### src/rtl/aircon_mode_ctrl.sv
// aircon_mode_ctrl
// Front-panel mode controller: turns debounced button pulses into the one-hot
// mode code and turbo flag for the bar-graph display. It also handles the
// compressor restart lockout, the pending cool request that resumes on its
// own, and the turbo timer that clears itself.
module aircon_mode_ctrl #(
  parameter int RESTART_TICKS = 3,
  parameter int TURBO_TICKS   = 10,
  parameter int CNT_W         = 8
) (
  input  logic       Clk_In,
  input  logic       Rst_In,
  input  logic       Tick_In,
  input  logic       Pwr_In,
  input  logic       Up_In,
  input  logic       Down_In,
  input  logic       TurboBtn_In,
  output logic [3:0] Thermo_Out,
  output logic       Turbo_Out,
  output logic       Lock_Out,
  output logic       Pend_Out
);

  // The state encoding is the display code itself, so the state register
  // drives Thermo_Out directly.
  typedef enum logic [3:0] {
    S_OFF       = 4'b0000,
    S_LOW_FAN   = 4'b0001,
    S_HIGH_FAN  = 4'b0010,
    S_LOW_COOL  = 4'b0100,
    S_HIGH_COOL = 4'b1000
  } state_t;

  localparam logic [CNT_W-1:0] CNT_ONE     = CNT_W'(1);
  localparam logic [CNT_W-1:0] CNT_ZERO    = '0;
  localparam logic [CNT_W-1:0] RESTART_VAL = CNT_W'(RESTART_TICKS);
  localparam logic [CNT_W-1:0] TURBO_VAL   = CNT_W'(TURBO_TICKS);

  state_t           state_q, state_d;
  logic             pend_q, pend_d;
  logic             turbo_q, turbo_d;
  logic [CNT_W-1:0] lock_cnt_q, lock_cnt_d;
  logic [CNT_W-1:0] turbo_cnt_q, turbo_cnt_d;

  logic move_up;
  logic move_down;
  logic locked;
  logic cool_now;
  logic cool_next;
  logic state_change;
  logic turbo_allowed;

  // Up and Down together cancel each other out; Pwr is handled separately.
  assign move_up   = Up_In & ~Down_In;
  assign move_down = Down_In & ~Up_In;

  // Buttons see the lockout value from before the edge.
  assign locked = (lock_cnt_q != CNT_ZERO);

  assign cool_now      = (state_q == S_LOW_COOL) || (state_q == S_HIGH_COOL);
  assign cool_next     = (state_d == S_LOW_COOL) || (state_d == S_HIGH_COOL);
  assign state_change  = (state_d != state_q);
  assign turbo_allowed = (state_q == S_HIGH_FAN) || (state_q == S_HIGH_COOL);

  // Next-state and pending-request logic: Pwr, then Down, then the automatic
  // resume, then Up.
  always_comb begin
    state_d = state_q;
    pend_d  = pend_q;
    if (Pwr_In) begin
      pend_d = 1'b0;
      if (state_q == S_OFF) begin
        state_d = S_LOW_FAN;
      end else begin
        state_d = S_OFF;
      end
    end else if (move_down) begin
      pend_d = 1'b0;
      case (state_q)
        S_HIGH_COOL: state_d = S_LOW_COOL;
        S_LOW_COOL:  state_d = S_HIGH_FAN;
        S_HIGH_FAN:  state_d = S_LOW_FAN;
        default:     state_d = state_q;
      endcase
    end else if (pend_q && (state_q == S_HIGH_FAN) && !locked) begin
      // The lockout expired on an earlier edge, so the held request resumes.
      state_d = S_LOW_COOL;
      pend_d  = 1'b0;
    end else if (move_up) begin
      case (state_q)
        S_LOW_FAN:  state_d = S_HIGH_FAN;
        S_HIGH_FAN: begin
          if (locked) begin
            pend_d = 1'b1;
          end else begin
            state_d = S_LOW_COOL;
          end
        end
        S_LOW_COOL: state_d = S_HIGH_COOL;
        default:    state_d = state_q;
      endcase
    end
  end

  // Lockout counter: it is loaded when the state leaves cooling, and a load
  // wins over a tick in the same cycle.
  always_comb begin
    lock_cnt_d = lock_cnt_q;
    if (cool_now && !cool_next) begin
      lock_cnt_d = RESTART_VAL;
    end else if (Tick_In && locked) begin
      lock_cnt_d = lock_cnt_q - CNT_ONE;
    end
  end

  // Turbo flag and timer: a state change clears them. Otherwise the button
  // toggles turbo in the high modes, or else a tick runs the timer down.
  always_comb begin
    turbo_d     = turbo_q;
    turbo_cnt_d = turbo_cnt_q;
    if (state_change) begin
      turbo_d     = 1'b0;
      turbo_cnt_d = CNT_ZERO;
    end else if (TurboBtn_In && turbo_allowed) begin
      if (turbo_q) begin
        turbo_d     = 1'b0;
        turbo_cnt_d = CNT_ZERO;
      end else begin
        turbo_d     = 1'b1;
        turbo_cnt_d = TURBO_VAL;
      end
    end else if (Tick_In && (turbo_cnt_q != CNT_ZERO)) begin
      turbo_cnt_d = turbo_cnt_q - CNT_ONE;
      if (turbo_cnt_q == CNT_ONE) begin
        turbo_d = 1'b0;
      end
    end
  end

  // State, request, flag and counter registers with synchronous reset.
  always_ff @(posedge Clk_In) begin
    if (Rst_In) begin
      state_q     <= S_OFF;
      pend_q      <= 1'b0;
      turbo_q     <= 1'b0;
      lock_cnt_q  <= CNT_ZERO;
      turbo_cnt_q <= CNT_ZERO;
    end else begin
      state_q     <= state_d;
      pend_q      <= pend_d;
      turbo_q     <= turbo_d;
      lock_cnt_q  <= lock_cnt_d;
      turbo_cnt_q <= turbo_cnt_d;
    end
  end

  assign Thermo_Out = state_q;
  assign Turbo_Out  = turbo_q;
  assign Lock_Out   = locked;
  assign Pend_Out   = pend_q;

endmodule
### config.mk
export PLATFORM = sky130hd
export DESIGN_NAME = aircon_mode_ctrl
export DESIGN_NICKNAME = d
export VERILOG_FILES = /design/src/rtl/aircon_mode_ctrl.sv
export SDC_FILE = /design/constraint.sdc
export NUM_CORES = 1
export LEC_CHECK = 0
export ABC_CLOCK_PERIOD_IN_PS = 2200
export CAP_MARGIN = 20
export CORE_MARGIN = 3
export CORE_UTILIZATION = 55
export DETAILED_ROUTE_END_ITERATION = 10
export GPL_ROUTABILITY_DRIVEN = 0
export GPL_TIMING_DRIVEN = 1
export HOLD_SLACK_MARGIN = 0.03
export MAX_ROUTING_LAYER = met4
export PLACE_DENSITY = 0.77
export SETUP_SLACK_MARGIN = 0.15
export SLEW_MARGIN = 20
export SYNTH_ARGS = -nofsm -noshare
export SYNTH_HDL_FRONTEND = slang
export SYNTH_SLANG_ARGS = --single-unit
### constraint.sdc
create_clock -name Clk_In -period 2.2 [get_ports Clk_In]
set_clock_uncertainty 0.2 [all_clocks]
set_input_delay 0.33 -clock Clk_In [delete_from_list [all_inputs] [get_ports Clk_In]]
set_output_delay 0.33 -clock Clk_In [all_outputs]
set_load 0.05 [all_outputs]
Yosys cells after proc, flatten, opt, wreduce, memory -nomap -nowiden
Cells that the tools add are included.

storage, ports and cells
  register bits = 22
  output and inout port bits = 7

operators by class
  add/sub/neg operators = 2
  eq/ne operators = 8
  multiplexer cells = 17
  bitwise logic cells = 4
  reductions and logical operators = 22

operators by type and width
  cell                 number
  $mux 4               6
  $pmux 4 s3           2
  $mux 8               2
  $reduce_bool 8->1    2
  $sub 8x1->8 const B  2
  $eq 4x3->1 const B   2
  $eq 4x4->1 const B   2
  $eq 8x1->1 const B   1
  $logic_and 1x1->1    6
  $reduce_bool 2->1    3
  $mux 1               5
  $eq 4x1->1 const B   1
  $eq 4x2->1 const B   1
  $logic_not 4->1      1
  $mux 2               2
  $ne 4x4->1           1
  $reduce_or 2->1      2
  $reduce_or 4->1      1
  $logic_or 1x1->1     3
  $reduce_and 3->1     1
  $and 1x1->1          2
  $logic_not 1->1      2
  $not 1->1            2
  $reduce_and 2->1     1

Logic depth before layout (Yosys ltp)
Gate-level depths: netlist of run 1.

  depth after elaboration = 12
  gate-level depth with buffers = 8

Worst setup path before layout of run 1
OpenSTA, ideal clock, no wires.

  path type = register to register
  from = register state_q[2] (netlist: Thermo_Out[2])
  to = register lock_cnt_q[3]
  library setup time = 0.135 ns
  data arrival time = 1.934 ns
  required time = 1.865 ns
  setup slack = -0.069 ns
  cell stages (with the launch flop) = 8
  path buffers = 1
  clock period less this slack = 2.269 ns
  path through = dfxtp_1 buf_2 xor2_1 o2111ai_2 a22oi_2 a21o_2 a21oi_4 nor3_2

on the way
  word-level cells in the longest chain between the ends = 11
  elaborated cells on any way between the ends = 22
  classes of those cells = eq/ne (6); mux (8); reduce/logical (8)

RTL lines
  what                                                    RTL line    source
  from (decl)                                             39          state_t state_q, state_d;
  from (signal assigned)                                  149         state_q <= state_d;
  $eq 4x3->1, or another cell as far along                60, 79, 90
  $pmux 4 s3 / $logic_and 1x1->1 (equally long branches)  90, 85
  $mux 4 / $logic_and 1x1->1 (equally long branches)      89, 85
  $mux 4                                                  85          end else if (pend_q && (state_q == S_HIGH_FAN) && !locked) begin
  $mux 4                                                  77          end else if (move_down) begin
  $mux 4                                                  70          if (Pwr_In) begin
  $eq 4x3->1 / $eq 4x4->1 (equally long branches)         61          assign cool_next = (state_d == S_LOW_COOL) || (state_d == S_HIGH_COOL);
  $logic_or 1x1->1                                        61
  $logic_not 1->1                                         109         if (cool_now && !cool_next) begin
  $logic_and 1x1->1 *                                     109
  $reduce_or 2->1 (no line) *                             -
  to (signal assigned)                                    152         lock_cnt_q <= lock_cnt_d;
  to (decl)                                               42          logic [CNT_W-1:0] lock_cnt_q, lock_cnt_d;

Every way passes the cells marked *; elsewhere a longest branch is shown, timed or not.
A chain may end at the register's enable or synchronous reset.

Final worst setup path of run 1
  from = register state_q[2] (netlist: Thermo_Out[2])
  to = register turbo_cnt_q[2]

on the way
  word-level cells in the longest chain between the ends = 8
  elaborated cells on any way between the ends = 21
  classes of those cells = eq/ne (5); mux (9); reduce/logical (7)

RTL lines
  what                                                    RTL line  source
  $eq 4x3->1, or another cell as far along                79, 90
  $pmux 4 s3 / $logic_and 1x1->1 (equally long branches)  90, 85
  $mux 4 / $logic_and 1x1->1 (equally long branches)      89, 85
  $mux 4                                                  85
  $mux 4                                                  77
  $mux 4                                                  70
  $ne 4x4->1                                              62        assign state_change = (state_d != state_q);
  $reduce_or 2->1 (no line)                               -
  to (signal assigned)                                    153       turbo_cnt_q <= turbo_cnt_d;
  to (decl)                                               43        logic [CNT_W-1:0] turbo_cnt_q, turbo_cnt_d;

Parallel ways exist; a longest one is shown, timed or not.

==> run_results.csv, run 1 <==
group,metric,value,unit
synth,ys_warn_count,0,
floorplan,ios,14,
floorplan,die_w,57.70,um
power,ir_drop,1.679,mV
synth,yosysSeqAreaShare,0.2996,
floorplan,row_count,18,
hold_path,hp-class,"register to register",
route,drtPass1Iterations,4,
synth,synth_area_per_cell,8.498,um^2
critical_path,arrival,2.06,ns
timing,hold_violations,0,
critical_path,critPathCaptureType,"register",
synth,synth_compound_area_frac,0.2026,
global_routing,antenna_found_initial,0,
placement,port_buffers,13,
critical_path,crit_path_start_kind,"register",
clocking,ctsHoldBuffers,0,
route,wirelength,4000,um
critical_path,slowest_stage,"dfxtp_4",
critical_path,criticalPathCategory,"register to register",
job,maxCapViolCount,0,
clocking,htree_num_levels,1,
clocking,cts_tree,"built",
global_routing,grt_pass1_wl,6009,um
finish,multi_input_area,1076,um^2
clocking,clkSinkCount,22,
timing,grt_setup_unrepaired,"true",
power,power_leakage,0.7646,nW
synth,syn_nets,185,
synth,syn-instance-count,173,
clocking,clk_latency,0.31,ns
route,detail_route.vias_per_cell,6.096,
synth,synth-adder-area-share,0.04255,
finish,final_nets,223,
finish,fillers,159,
finish,fin_area,1982,um^2
finish,area_delta_synth_final,34.81,%
critical_path,r2r_cells,7,
floorplan,core,2500,um^2
hold_path,whs_endpoint,"Turbo_Out",
route,wl_per_cell,16.67,um
route,drt-met1-wl,1653,um
synth,synth.distinct_cells,47,
route,drcViolationCount,0,
critical_path,path_max_fanout,6,
route,dr.first_iter.drc_count,83,
critical_path,required,2.22,ns
synth,synth-seq-cells,22,
placement,dp.cells,225,
timing,fmax,490.7,MHz
finish,fin_cells,240,
timing,finalCriticalPeriod,2.038,ns
route,top_layer,"met4",
route,num_vias,1463,
timing,drv_slew,0,
synth,synthMuxAreaShare,0.006809,
critical_path,cp_top_family,"simple AND/OR/NAND/NOR gates",
clocking,clockBufferDepth,2,
synth,synth_top_family_by_area,"simple AND/OR/NAND/NOR gates",
clocking,cts_buffers,3,
placement,place_hpwl,2657,um
hold_path,hold_depth,2,
timing,min_period_over_period,0.9264,
finish,final-seq-area,457.9,um^2
global_routing,gr-total-overflow,0,
clocking,clk_pin_slew,0.14,ns
critical_path,path_cells,"buf_6, or3b_1, or4_4, nand3_2, nor3_1, nand3_4, nor2_1",
route,wl_met2,1968,um
finish,layout_commonest_cell,"buf_4",
synth,synth_edf_count,0,
clocking,clock-root-buffer,"clkbuf_4",
finish,antenna_cells,0,
hold_path,worstHoldStart,"Turbo_Out",
timing,max_slew_margin,0.6651,
critical_path,rr_startpoint,"Thermo_Out[2]",
global_routing,grt_usage,0.2358,
floorplan,die_area,3329,um^2
power,power.density,1362,nW/um^2
critical_path,crit_path_max_incr_delay,0.42,ns
synth,syn-cell-area,1470,um^2
route,ant_nets,0,
route,dr_wl_met3,225,um
run_status,status,"complete, no violations",
synth,synth_xor_area_frac,0.1013,
global_routing,grt_pass1_vias,1383,
finish,layout_common_cells,"buf_4 (26), dfxtp_1 (16), nor2_1 (14), nand2_1 (12), a21oi_1 (12)",
timing,setup_viol,0,
critical_path,timing.rr.end,"turbo_cnt_q[2]",
timing,whs,0.2937,ns
synth,synthArstFlopShare,0,
floorplan,die_h,57.70,um
placement,dpl-instance-area,1723,um^2
critical_path,ff2ff_setup_slack,0.16,ns
finish,drive_above_1_share,0.3714,
timing,worst_pin_slew,0.5015,ns
floorplan,initial_utilization,0.5881,
synth,synthFlopType,"dfxtp_1",
critical_path,path_buf_inv,1,
global_routing,grt_max_degree,18,
synth,synth-simple-area-share,0.3081,
-- cell type report --
| class | count | area share |
|---|---|---|
| multi-input cells | 137 | 0.5429 |
| clock inverters | 1 | 0.01515 |
| inverters | 8 | 0.01515 |
| repair buffers | 39 | 0.1654 |
| clock buffers | 3 | 0.01136 |
| flip-flops and latches | 22 | 0.2311 |
| well taps | 30 | 0.01894 |
-- flip-flops by register name, summed over array words and instances (netlist names) --
signal / flops
Turbo_Out: 1
lock_cnt_q: 8
Pend_Out: 1
turbo_cnt_q: 8
Thermo_Out: 4
-- power by group --
part	leakage, nW	switching, mW	internal (mW)
clock network	0.0279	0.128	0.184
registers	0.183	0.140	0.520
logic	0.554	0.922	0.805
-- worst max path at each step --
stage / depth (start not counted) / start / endpoint / slack, ns
after floorplan: 7 / Thermo_Out[1] / lock_cnt_q[3] / 0.23
after global placement: 6 / Up_In / lock_cnt_q[2] / -0.05
after detailed placement: 6 / Up_In / lock_cnt_q[5] / -0.16
after CTS: 8 / lock_cnt_q[1] / lock_cnt_q[2] / 0.15
after global routing: 7 / lock_cnt_q[3] / lock_cnt_q[5] / 0.07
final: 7 / Thermo_Out[2] / turbo_cnt_q[2] / 0.16
-- logic make-up (layout without fill, tap and decap cells) --
kind of cell               count (synthesis)  after routing
buffers and inverters                     14             51
xor gates and xnor gates                  17             17
adders and majority gates                  5              5
muxes                                      1              1
and+or+nand+nor                           78             78
DFF                                       22             22
AOI/OAI and AO/OA                         36             36
-- worst min-delay path: stages (launching register included) --
cell and delay (ns):
dfxtp_1 0.35, nand3_1 0.06, a21oi_1 0.06
-- Yosys cell counts, drive strengths merged (2+ instances only) --
library cell | n | area, um^2
a21oi | 15 | 90.09
inv | 8 | 30.03
a31oi | 4 | 52.55
xor2 | 10 | 87.58
nand3 | 9 | 50.05
buf | 4 | 20.02
xnor2 | 7 | 61.31
nor3 | 16 | 110.1
ha | 5 | 62.56
a211oi | 2 | 15.01
o2111ai | 2 | 23.77
nor2b | 3 | 18.77
nand3b | 3 | 22.52
or3b | 2 | 17.52
nand2 | 13 | 48.80
dfxtp | 22 | 440.4
o211ai | 2 | 15.01
nor2 | 18 | 67.56
a21o | 2 | 16.27
clkbuf | 2 | 7.510
nor4 | 3 | 25.02
o21ai | 4 | 20.02
and3 | 3 | 23.77
-- metrics by stage --
| stage | setup TNS, ns | utilization | worst slack, ns | total power, mW |
|---|---|---|---|---|
| 4_1_cts | 0 | 0.7202 | 0.1480 | 2.409 |
| 2_1_floorplan | 0 | - | 0.2264 | 1.610 |
| 3_3_place_gp | -0.3679 | 0.6892 | -0.04884 | 1.913 |
| 5_1_grt | 0 | 0.7928 | 0.06567 | 2.909 |
| 3_5_place_dp | -2.230 | 0.6892 | -0.1596 | 1.979 |
| 6_report | 0 | 0.7928 | 0.1619 | 2.699 |
-- per-layer routing --
layer	GRT usage	up-vias
met2	0.3839	53
met3	0.03786	20
li1	-	697
met5	-	-
met4	0.1358	0
met1	0.2734	693
-- what timing repair did --
item                                    CTS  global route
endpoints found under the setup margin    8            20
hold endpoints to repair                  0             0
gates resized for setup                  10            26
buffers inserted                          0            11
pin swaps                                 0            11
(Power assumes the default switching activity.)
==> run 2, diff against run 1 <==
--- a/config.mk
+++ b/config.mk
@@ -8,13 +8,13 @@
 export ABC_CLOCK_PERIOD_IN_PS = 2200
 export CAP_MARGIN = 20
 export CORE_MARGIN = 3
-export CORE_UTILIZATION = 55
+export CORE_UTILIZATION = 45
 export DETAILED_ROUTE_END_ITERATION = 10
 export GPL_ROUTABILITY_DRIVEN = 0
 export GPL_TIMING_DRIVEN = 1
 export HOLD_SLACK_MARGIN = 0.03
 export MAX_ROUTING_LAYER = met4
-export PLACE_DENSITY = 0.77
+export PLACE_DENSITY = 0.65
 export SETUP_SLACK_MARGIN = 0.15
 export SLEW_MARGIN = 20
 export SYNTH_ARGS = -nofsm -noshare
==> run 2 against run 1 <==
Net effect:
- clock power barely moved
- final area fell by 1.2%
- sequential share of layout area rose by 0.28 points
- cell count rose by 6.3%
- sequential power fell by 1%
- first-iteration DRC count fell by 39%
- non-clock buffer count rose by 1
==> run_results.csv, run 2 (synthesis results as in run 1) <==
group,metric,value,unit
run_status,status,"complete, no violations",
timing,grt_setup_unrepaired,"true",
timing,min_period_over_period,0.9016,
power,switching_share,0.4250,
power,ir_drop,0.5102,mV
floorplan,ios,14,
timing,max_slew_margin,0.6650,
finish,layout_commonest_cell,"buf_4",
floorplan,row_count,20,
power,combPwrFrac,0.634,
clocking,cts_tree,"built",
clocking,clock-root-buffer,"clkbuf_4",
finish,fin_area,1958,um^2
global_routing,grt_pass1_wl,5802,um
critical_path,timing.rr.end,"turbo_cnt_q[4]",
finish,final_nets,224,
critical_path,ff2ff_setup_slack,0.23,ns
clocking,clk_pin_slew,0.13,ns
floorplan,die_area,3989,um^2
timing,finalCriticalPeriod,1.984,ns
timing,whs,0.2998,ns
route,drcViolationCount,0,
clocking,htree_num_levels,1,
critical_path,crit_path_max_incr_delay,0.35,ns
finish,area_delta_synth_final,33.19,%
critical_path,r2r_cells,6,
critical_path,rr_startpoint,"Thermo_Out[1]",
placement,place_hpwl,2603,um
critical_path,path_buf_inv,3,
critical_path,path_cells,"inv_2, ha_2, nor3b_4, buf_6, nand2_4, buf_8",
route,drtPass1Iterations,5,
global_routing,gr-total-overflow,0,
critical_path,path_max_fanout,3,
floorplan,die_h,63.16,um
power,power.density,1342,nW/um^2
timing,drv_slew,0,
floorplan,core,3078,um^2
critical_path,slowest_stage,"dfxtp_2",
timing,fmax,504.2,MHz
finish,antenna_cells,0,
clocking,clockBufferDepth,2,
power,p_int,1.511,mW
clocking,clk_latency,0.30,ns
route,num_vias,1396,
placement,dp.cells,242,
global_routing,grt_usage,0.1812,
global_routing,antenna_found_initial,0,
finish,multi_input_area,1025,um^2
route,wirelength,3606,um
power,pwr-share-seq,0.248,
timing,setup_viol,0,
route,wl_per_cell,14.14,um
timing,worst_pin_slew,0.5017,ns
route,detail_route.vias_per_cell,5.475,
power,power_leakage,0.7562,nW
hold_path,whs_endpoint,"Turbo_Out",
critical_path,startpoint,"lock_cnt_q[0]",
critical_path,cp_top_family,"flip-flops",
finish,drive_above_1_share,0.3412,
clocking,clkSinkCount,22,
critical_path,criticalPathCategory,"register to output port",
hold_path,hp-class,"register to register",
clocking,ctsHoldBuffers,0,
power,p_sw,1.117,mW
timing,hold_violations,0,
job,maxCapViolCount,0,
critical_path,crit_path_start_kind,"register",
critical_path,arrival,1.45,ns
timing,fin_ws,0.2165,ns
power,clkPwrFrac,0.119,
floorplan,die_w,63.16,um
route,dr.first_iter.drc_count,51,
hold_path,hold_depth,2,
floorplan,initial_utilization,0.4776,
clocking,cts_buffers,3,
route,ant_nets,0,
global_routing,grt_max_degree,18,
finish,final-seq-area,457.9,um^2
finish,fillers,284,
critical_path,required,1.67,ns
finish,fin_cells,255,
placement,preCtsSetupSlack,-0.1107,ns
finish,fin_util,0.6362,
placement,port_buffers,13,
hold_path,worstHoldStart,"Turbo_Out",
critical_path,cp.depth,6,
global_routing,grt_pass1_vias,1359,
finish,layout_common_cells,"buf_4 (28), dfxtp_1 (16), nor2_1 (15), a21oi_1 (13), nand2_1 (12)",
critical_path,critPathCaptureType,"output port",
placement,dpl-instance-area,1763,um^2
power,p_total,2.627,mW
timing,fin_tns_setup,0,ns
-- run 2: how the worst max path moves through the flow --
stage                     to  slack, ns
2_1_floorplan  lock_cnt_q[3]       0.23
3_3_place_gp   lock_cnt_q[3]      -0.03
3_5_place_dp   lock_cnt_q[5]      -0.11
4_1_cts        lock_cnt_q[5]       0.11
5_1_grt        lock_cnt_q[5]       0.14
6_report            Lock_Out       0.22
-- run 2: power groups by stage --
stage	sequential [mW]	clock (mW)	combinational, mW
2_1_floorplan	0.627	0	0.982
3_3_place_gp	0.645	0	1.35
3_5_place_dp	0.653	0	1.39
4_1_cts	0.648	0.317	1.45
5_1_grt	0.673	0.334	1.80
6_report	0.651	0.311	1.66
-- run 2: layer usage --
layer	wire length, um	part of all wire	GRT usage
met3	104	0.029	0.02496
met2	1798	0.50	0.3149
met4	89	0.025	0.06336
met1	1613	0.45	0.2129
met5	0	0	-
-- run 2: repair_timing --
| action | in CTS | in global routing |
|---|---|---|
| setup buffers | 1 | 8 |
| gates resized for setup | 3 | 22 |
| gates cloned | 0 | 0 |
| setup endpoints to repair | 3 | 19 |
| pin swaps | 0 | 10 |
-- run 2: cell type report --
cell class,instances,area share
timing repair buffer,40,0.1725
inverter,8,0.01534
tap,44,0.02811
multi-input combinational,137,0.5233
clock buffer,3,0.01150
clock inverter,1,0.01534
sequential,22,0.2339
-- run 2: tightest hold or removal path: cells and delay by family, from the launching register on --
kind / cells / cell delay, ns
flip-flops: 1 / 0.34
AND/OR/NAND/NOR: 1 / 0.07
AO/OA/AOI/OAI: 1 / 0.06
